[config.mk]
export PLATFORM = sky130hd
export DESIGN_NAME = loeffler_dct8_stage1
export DESIGN_NICKNAME = d
export VERILOG_FILES = /design/src/rtl/loeffler_dct8_stage1.sv
export SDC_FILE = /design/constraint.sdc
export NUM_CORES = 1
export LEC_CHECK = 0
export ABC_CLOCK_PERIOD_IN_PS = 1600
export CORE_AREA = 2 2 39 41
export DETAILED_ROUTE_END_ITERATION = 8
export DIE_AREA = 0 0 41 43
export DONT_BUFFER_PORTS = 1
export SYNTH_ARGS = -nofsm -noshare
export SYNTH_HDL_FRONTEND = slang
export SYNTH_SLANG_ARGS = --single-unit
[constraint.sdc]
create_clock -name clock -period 1.6 [get_ports clock]
set_input_delay 0 -clock clock [delete_from_list [all_inputs] [get_ports clock]]
set_output_delay 0 -clock clock [all_outputs]
set_load 0.01 [all_outputs]
[src/rtl/loeffler_dct8_stage1.sv]
// loeffler_dct8_stage1
// Microcoded front end of an 8-point Loeffler DCT. The block fetches eight
// signed 8-bit samples from an external synchronous RAM and writes the first
// butterfly stage (four sums, four differences) into a 16-bit scratchpad
// built from one ice40_ebr block RAM. Later DCT stages extend the
// microprogram and read their operands back from the same scratchpad.

// ice40_ebr
// Behavioural model of an iCE40 embedded block RAM: one synchronous write
// port and one registered read port, no reset, contents undefined until
// written.
module ice40_ebr #(
    parameter int addr_width = 8,
    parameter int data_width = 16
) (
    input  logic [data_width-1:0] din,
    input  logic                  write_en,
    input  logic [addr_width-1:0] waddr,
    input  logic                  wclk,
    input  logic [addr_width-1:0] raddr,
    input  logic                  rclk,
    output logic [data_width-1:0] dout
);

    logic [data_width-1:0] mem [0:(2**addr_width)-1];

    // Write port: commit din on the wclk edge when write_en is high.
    always_ff @(posedge wclk) begin
        if (write_en) begin
            mem[waddr] <= din;
        end
    end

    // Read port: dout is a register loaded from mem[raddr] on every rclk edge.
    always_ff @(posedge rclk) begin
        dout <= mem[raddr];
    end

endmodule

module loeffler_dct8_stage1 (
    input  logic       clock,
    input  logic       nreset,
    input  logic [7:0] fetch_data,
    output logic [2:0] fetch_addr,
    output logic       fetch_clk
);

    // Program counter value at which the sequencer parks.
    localparam logic [5:0] PC_HALT = 6'h11;

    // One decoded microinstruction.
    typedef struct packed {
        logic [2:0] faddr;   // external RAM address presented this cycle
        logic       lat_a;   // load operand A from the incoming sample
        logic       lat_b;   // load operand B from the incoming sample
        logic       we;      // scratchpad write at the end of this cycle
        logic [7:0] waddr;   // scratchpad write address
        logic       op_sub;  // 0: A + sample, 1: A - B
    } uop_t;

    // Builds a microinstruction from its fields; keeps the program table
    // readable as one line per pc.
    function automatic uop_t f_uop(
        input logic [2:0] faddr,
        input logic       lat_a,
        input logic       lat_b,
        input logic       we,
        input logic [7:0] waddr,
        input logic       op_sub
    );
        uop_t u;
        u.faddr  = faddr;
        u.lat_a  = lat_a;
        u.lat_b  = lat_b;
        u.we     = we;
        u.waddr  = waddr;
        u.op_sub = op_sub;
        return u;
    endfunction

    // Sign-extends a RAM sample to the 16-bit datapath width.
    function automatic logic signed [15:0] f_sext(input logic [7:0] d);
        return {{8{d[7]}}, d};
    endfunction

    // Butterfly ALU. The sum uses the sample arriving this cycle directly
    // (B is only being loaded on the same edge), while the difference uses
    // the latched B. Results wrap modulo 2^16; there is no saturation.
    function automatic logic signed [15:0] f_alu(
        input logic signed [15:0] a,
        input logic signed [15:0] b_now,
        input logic signed [15:0] b_reg,
        input logic               op_sub
    );
        logic signed [15:0] res;
        if (op_sub) begin
            res = a - b_reg;
        end else begin
            res = a + b_now;
        end
        return res;
    endfunction

    logic        [5:0]  ucode_pc;
    logic signed [15:0] r_a;
    logic signed [15:0] r_b;

    uop_t               w_uop;
    logic signed [15:0] w_sample;
    logic signed [15:0] w_alu;
    logic               w_we;
    logic        [7:0]  w_raddr;
    logic        [15:0] w_scratch_dout;
    logic               w_unused;

    assign fetch_clk = clock;

    // Microcode ROM: for pair i the four steps are fetch x[i], fetch x[7-i]
    // while latching A, latch B and write the sum, write the difference.
    always_comb begin
        w_uop = f_uop(3'd0, 1'b0, 1'b0, 1'b0, 8'd0, 1'b0);
        case (ucode_pc)
            6'h00: w_uop = f_uop(3'd0, 1'b0, 1'b0, 1'b0, 8'd0, 1'b0);
            6'h01: w_uop = f_uop(3'd7, 1'b1, 1'b0, 1'b0, 8'd0, 1'b0);
            6'h02: w_uop = f_uop(3'd0, 1'b0, 1'b1, 1'b1, 8'd0, 1'b0);
            6'h03: w_uop = f_uop(3'd0, 1'b0, 1'b0, 1'b1, 8'd7, 1'b1);
            6'h04: w_uop = f_uop(3'd1, 1'b0, 1'b0, 1'b0, 8'd0, 1'b0);
            6'h05: w_uop = f_uop(3'd6, 1'b1, 1'b0, 1'b0, 8'd0, 1'b0);
            6'h06: w_uop = f_uop(3'd0, 1'b0, 1'b1, 1'b1, 8'd1, 1'b0);
            6'h07: w_uop = f_uop(3'd0, 1'b0, 1'b0, 1'b1, 8'd6, 1'b1);
            6'h08: w_uop = f_uop(3'd2, 1'b0, 1'b0, 1'b0, 8'd0, 1'b0);
            6'h09: w_uop = f_uop(3'd5, 1'b1, 1'b0, 1'b0, 8'd0, 1'b0);
            6'h0a: w_uop = f_uop(3'd0, 1'b0, 1'b1, 1'b1, 8'd2, 1'b0);
            6'h0b: w_uop = f_uop(3'd0, 1'b0, 1'b0, 1'b1, 8'd5, 1'b1);
            6'h0c: w_uop = f_uop(3'd3, 1'b0, 1'b0, 1'b0, 8'd0, 1'b0);
            6'h0d: w_uop = f_uop(3'd4, 1'b1, 1'b0, 1'b0, 8'd0, 1'b0);
            6'h0e: w_uop = f_uop(3'd0, 1'b0, 1'b1, 1'b1, 8'd3, 1'b0);
            6'h0f: w_uop = f_uop(3'd0, 1'b0, 1'b0, 1'b1, 8'd4, 1'b1);
            6'h10: w_uop = f_uop(3'd0, 1'b0, 1'b0, 1'b0, 8'd0, 1'b0);  // NOP
            6'h11: w_uop = f_uop(3'd0, 1'b0, 1'b0, 1'b0, 8'd0, 1'b0);  // HALT
            default: w_uop = f_uop(3'd0, 1'b0, 1'b0, 1'b0, 8'd0, 1'b0);
        endcase
    end

    assign fetch_addr = w_uop.faddr;
    assign w_sample   = f_sext(fetch_data);
    assign w_alu      = f_alu(r_a, w_sample, r_b, w_uop.op_sub);

    // Gating with nreset guarantees no partial write on an edge that
    // coincides with reset being asserted.
    assign w_we = w_uop.we & nreset;

    // This stage never reads the scratchpad; later stages will drive the
    // read address from their own microcode fields.
    assign w_raddr  = 8'd0;
    assign w_unused = ^w_scratch_dout;

    // Sequencer and operand registers: advance one microinstruction per
    // clock, park at HALT, load A/B from the incoming sample when enabled.
    always_ff @(posedge clock or negedge nreset) begin
        if (!nreset) begin
            ucode_pc <= 6'd0;
            r_a      <= 16'sd0;
            r_b      <= 16'sd0;
        end else begin
            if (ucode_pc != PC_HALT) begin
                ucode_pc <= ucode_pc + 6'd1;
            end
            if (w_uop.lat_a) begin
                r_a <= w_sample;
            end
            if (w_uop.lat_b) begin
                r_b <= w_sample;
            end
        end
    end

    ice40_ebr #(
        .addr_width(8),
        .data_width(16)
    ) scratchpad (
        .din      (w_alu),
        .write_en (w_we),
        .waddr    (w_uop.waddr),
        .wclk     (clock),
        .raddr    (w_raddr),
        .rclk     (clock),
        .dout     (w_scratch_dout)
    );

endmodule

-- Word-level counts from Yosys, hierarchy flattened
Memories as Yosys holds them, arrays and structs flattened.
Index checks and enable logic that the tools add are counted.
- bits in registers: 6
- ROM bits: 320
- input bits: 10
- output and inout bits: 4
- memories kept: 1
- add/sub/neg operators: 1
- equal/unequal tests: 1
- multiplexer cells: 1
- memory list (name ; depth ; width ; read ports ; clocked after Yosys merged registers in ; wr ports ; line ; text):
    (no name shown) ; 32 ; 10 ; 1 ; 0 ; 0 ; 123 ; case (ucode_pc)
- operators by type and width (cell ; count):
    15-bit two-way mux ; 1
    6-bit by 1-bit adder with 6-bit output (second input constant) ; 1
    6-bit by 5-bit inequality test with 1-bit output (second input constant) ; 1

-- Depth between registers and ports, before layout
An unclocked memory read counts as a cell.
- depth in word-level cells: 2
- depth in mapped cells: 5
- depth with buffers taken out: 5

==> flow_metrics.tcl <==
set metrics [dict create \
    outcome "completed" \
    max_freq_ghz 0.708 \
    yosysTopAreaCell "dfrtp_1" \
    rr_worst_depth 5 \
    synth_seq_cells 6 \
    switchingPower_uw 52.4 \
    min_path_type "clock port to output pin" \
    cp_num_buf_inv 1 \
    powerDensity_nw_per_um2 727 \
    p_comb_share_pct 1.5 \
    period_needed_ns 1.41 \
    crit_chain "inv_1 -> ha_1 -> nand2_2 -> nor4_4 -> mux2_4" \
    clock-sinks 6 \
    top_register "ucode_pc" \
    reg2reg_from "ucode_pc[1]$_DFFE_PN0P_" \
    hold_violations 0 \
    hpwl_um 379 \
    final_common_cell "dfrtp_1" \
    rows 14 \
    hold_end "fetch_clk" \
    cap_violations 0 \
    die_y_um 43 \
    vias 210 \
    htree_num_levels 1 \
    drive_above_1_share_pct 20.6 \
    finalSetupViolCount 0 \
    final_cell_count_no_fill 50 \
    crit_family "flip-flops" \
    ff_latch_area_um2 150 \
    netlist_instances 30 \
    route.antenna.remaining_nets 0 \
    rsz0062_at_grt "no" \
    cp-end-kind "register" \
    p_seq_share_pct 52.4 \
    synth_cell_types 15 \
    syn_nets 43 \
    grt.total_usage_pct 8.11 \
    cts.clk_slew.worst_paths_ns 0.04 \
    cts_made_buffers 3 \
    initial_core_util_pct 25.1 \
    antenna_found_initial 0 \
    r2r-end "ucode_pc[1]$_DFFE_PN0P_" \
    grt_pass1_wl_um 910 \
    cts_root_buf "clkbuf_4" \
    fin_skew_ns 0.00457 \
    io_pins 14 \
    wl_per_cell_um 10.4 \
    grt_max_degree 7 \
    drt_iter0_drc 8 \
    multiInputGateArea_um2 183 \
    synth.top_cells.by_area "dfrtp_1 (43%), ha_1 (11%), xnor2_1 (10%)" \
    num_antenna_cells 0 \
    netlist_area_um2 348 \
    via_per_inst 4.20 \
    hp-start "clock" \
    crit_path_start_kind "register" \
    placed_cells 46 \
    synth_area_per_cell_um2 11.6 \
    cp.depth 5 \
    n_fill_cell 152 \
    vdd_drop_max_mv 0.443 \
    clk_latency_ns 0.24 \
    fin_setup_tns_ns 0 \
    worst_pin_slew_ns 0.385 \
    netlist.area_leader.share_pct 43.2 \
    cp.required_ns 1.72 \
    reg_top3 "ucode_pc x6" \
    die_area_um2 1760 \
    p_int_uw 239 \
    grt_pass1_vias 245 \
    hold_depth 0 \
    slew_violations 0 \
    reg2reg_slack_ns 0.19 \
    crit_type "register to register" \
    drt_pass1_iterations 2 \
    core_area_um2 1380 \
    numPortBuffers 0 \
    p_leak_nw 0.181 \
    clkPwrFrac_pct 46.1 \
    synth-seq-area-share_pct 43.2 \
    cts_tree "yes" \
    slowest_delay_ns 0.40 \
    switching_share_pct 18.0 \
    nets 49 \
    fin_crit_sh_pct 88.2 \
    ys_warn_count 0 \
    slew_headroom_pct 74.3 \
    slowest_stage "dfrtp_1" \
    cp.arrival_ns 1.53 \
    critPathMaxFanout 4 \
    largest_reg_flops 6 \
    die_w_um 41 \
    place_congestion 0.716 \
    overflow 0 \
    layout_common_cells "dfrtp_1 (6), xnor2_1 (4), ha_1 (3), clkbuf_4 (3)" \
    drc 0 \
    cts.path.max_buffers 2 \
    area_delta_synth_final_pct 15.1 \
    drt_wl_total_um 521 \
]
per-stage QoR:
step           instance area, um^2  hold slack, ns  setup slack, ns  power (mW)  utilization [%]
2_1_floorplan                  348          -0.296            0.226       0.206                -
3_5_place_dp                   368          -0.295            0.195       0.155             26.6
6_report                       400      0.00000580            0.188       0.291             28.9
4_1_cts                        400      0.00000238            0.179       0.298             28.9
5_1_grt                        400       0.0000184           0.0914       0.303             28.9
3_3_place_gp                   368          -0.295            0.191       0.155             26.6
layer usage:
| metal | part of all wire (%) | vias to the layer above | track usage, % | routed length [um] |
|---|---|---|---|---|
| met5 | 0 | - | 0 | 0 |
| met4 | 0 | 0 | 2.00 | 0 |
| met3 | 5.0 | 0 | 6.28 | 26 |
| met2 | 54 | 4 | 12.5 | 280 |
| met1 | 41 | 99 | 8.28 | 214 |
| li1 | - | 107 | - | - |
logic make-up after synthesis:
| logic type | count (synthesis) | share of synthesized area (%) |
|---|---|---|
| simple gates | 10 | 19.1 |
| flops | 6 | 43.2 |
| xor+xnor | 5 | 12.6 |
| buf+inv | 3 | 4.32 |
| mux | 3 | 10.1 |
| fa+ha+maj | 3 | 10.8 |
Yosys cell counts:
library cell,instances
buf_4,1
xor2_1,1
nor3_1,2
inv_1,2
nor4_4,1
mux2_4,1
mux2i_1,2
ha_1,3
nand2_1,1
nor3b_1,1
nand3_1,2
xnor2_1,4
nor2_1,2
nand2_2,1
dfrtp_1,6
layout make-up:
class | count | area share [%]
clock buffers | 3 | 5.62
inverters | 2 | 1.88
multi-input cells | 21 | 45.6
flip-flops and latches | 6 | 37.5
well taps | 16 | 5.00
repair buffers | 2 | 4.38
power groups by stage:
stage	Sequential [mW]	Clock [mW]	Combinational, mW
2_1_floorplan	0.155	0.0515	0.0000000853
3_5_place_dp	0.155	0	0.0000000894
6_report	0.152	0.134	0.00444
3_3_place_gp	0.155	0	0.0000000894
4_1_cts	0.152	0.141	0.00469
5_1_grt	0.152	0.146	0.00516
worst max path at each step:
stage                            startpoint                 endpoint  slack, ns
floorplan           ucode_pc[1]$_DFFE_PN0P_  ucode_pc[1]$_DFFE_PN0P_       0.23
global placement    ucode_pc[1]$_DFFE_PN0P_  ucode_pc[1]$_DFFE_PN0P_       0.19
detailed placement  ucode_pc[1]$_DFFE_PN0P_  ucode_pc[1]$_DFFE_PN0P_       0.20
CTS                 ucode_pc[1]$_DFFE_PN0P_  ucode_pc[1]$_DFFE_PN0P_       0.18
global route        ucode_pc[1]$_DFFE_PN0P_  ucode_pc[1]$_DFFE_PN0P_       0.09
finish              ucode_pc[1]$_DFFE_PN0P_  ucode_pc[1]$_DFFE_PN0P_       0.19
what timing repair did:
item,in CTS,in global routing
gates resized for setup,0,0
hold endpoints to repair,6,0
hold buffers,1,0
setup buffers,0,0
(Power assumes the default switching activity.)
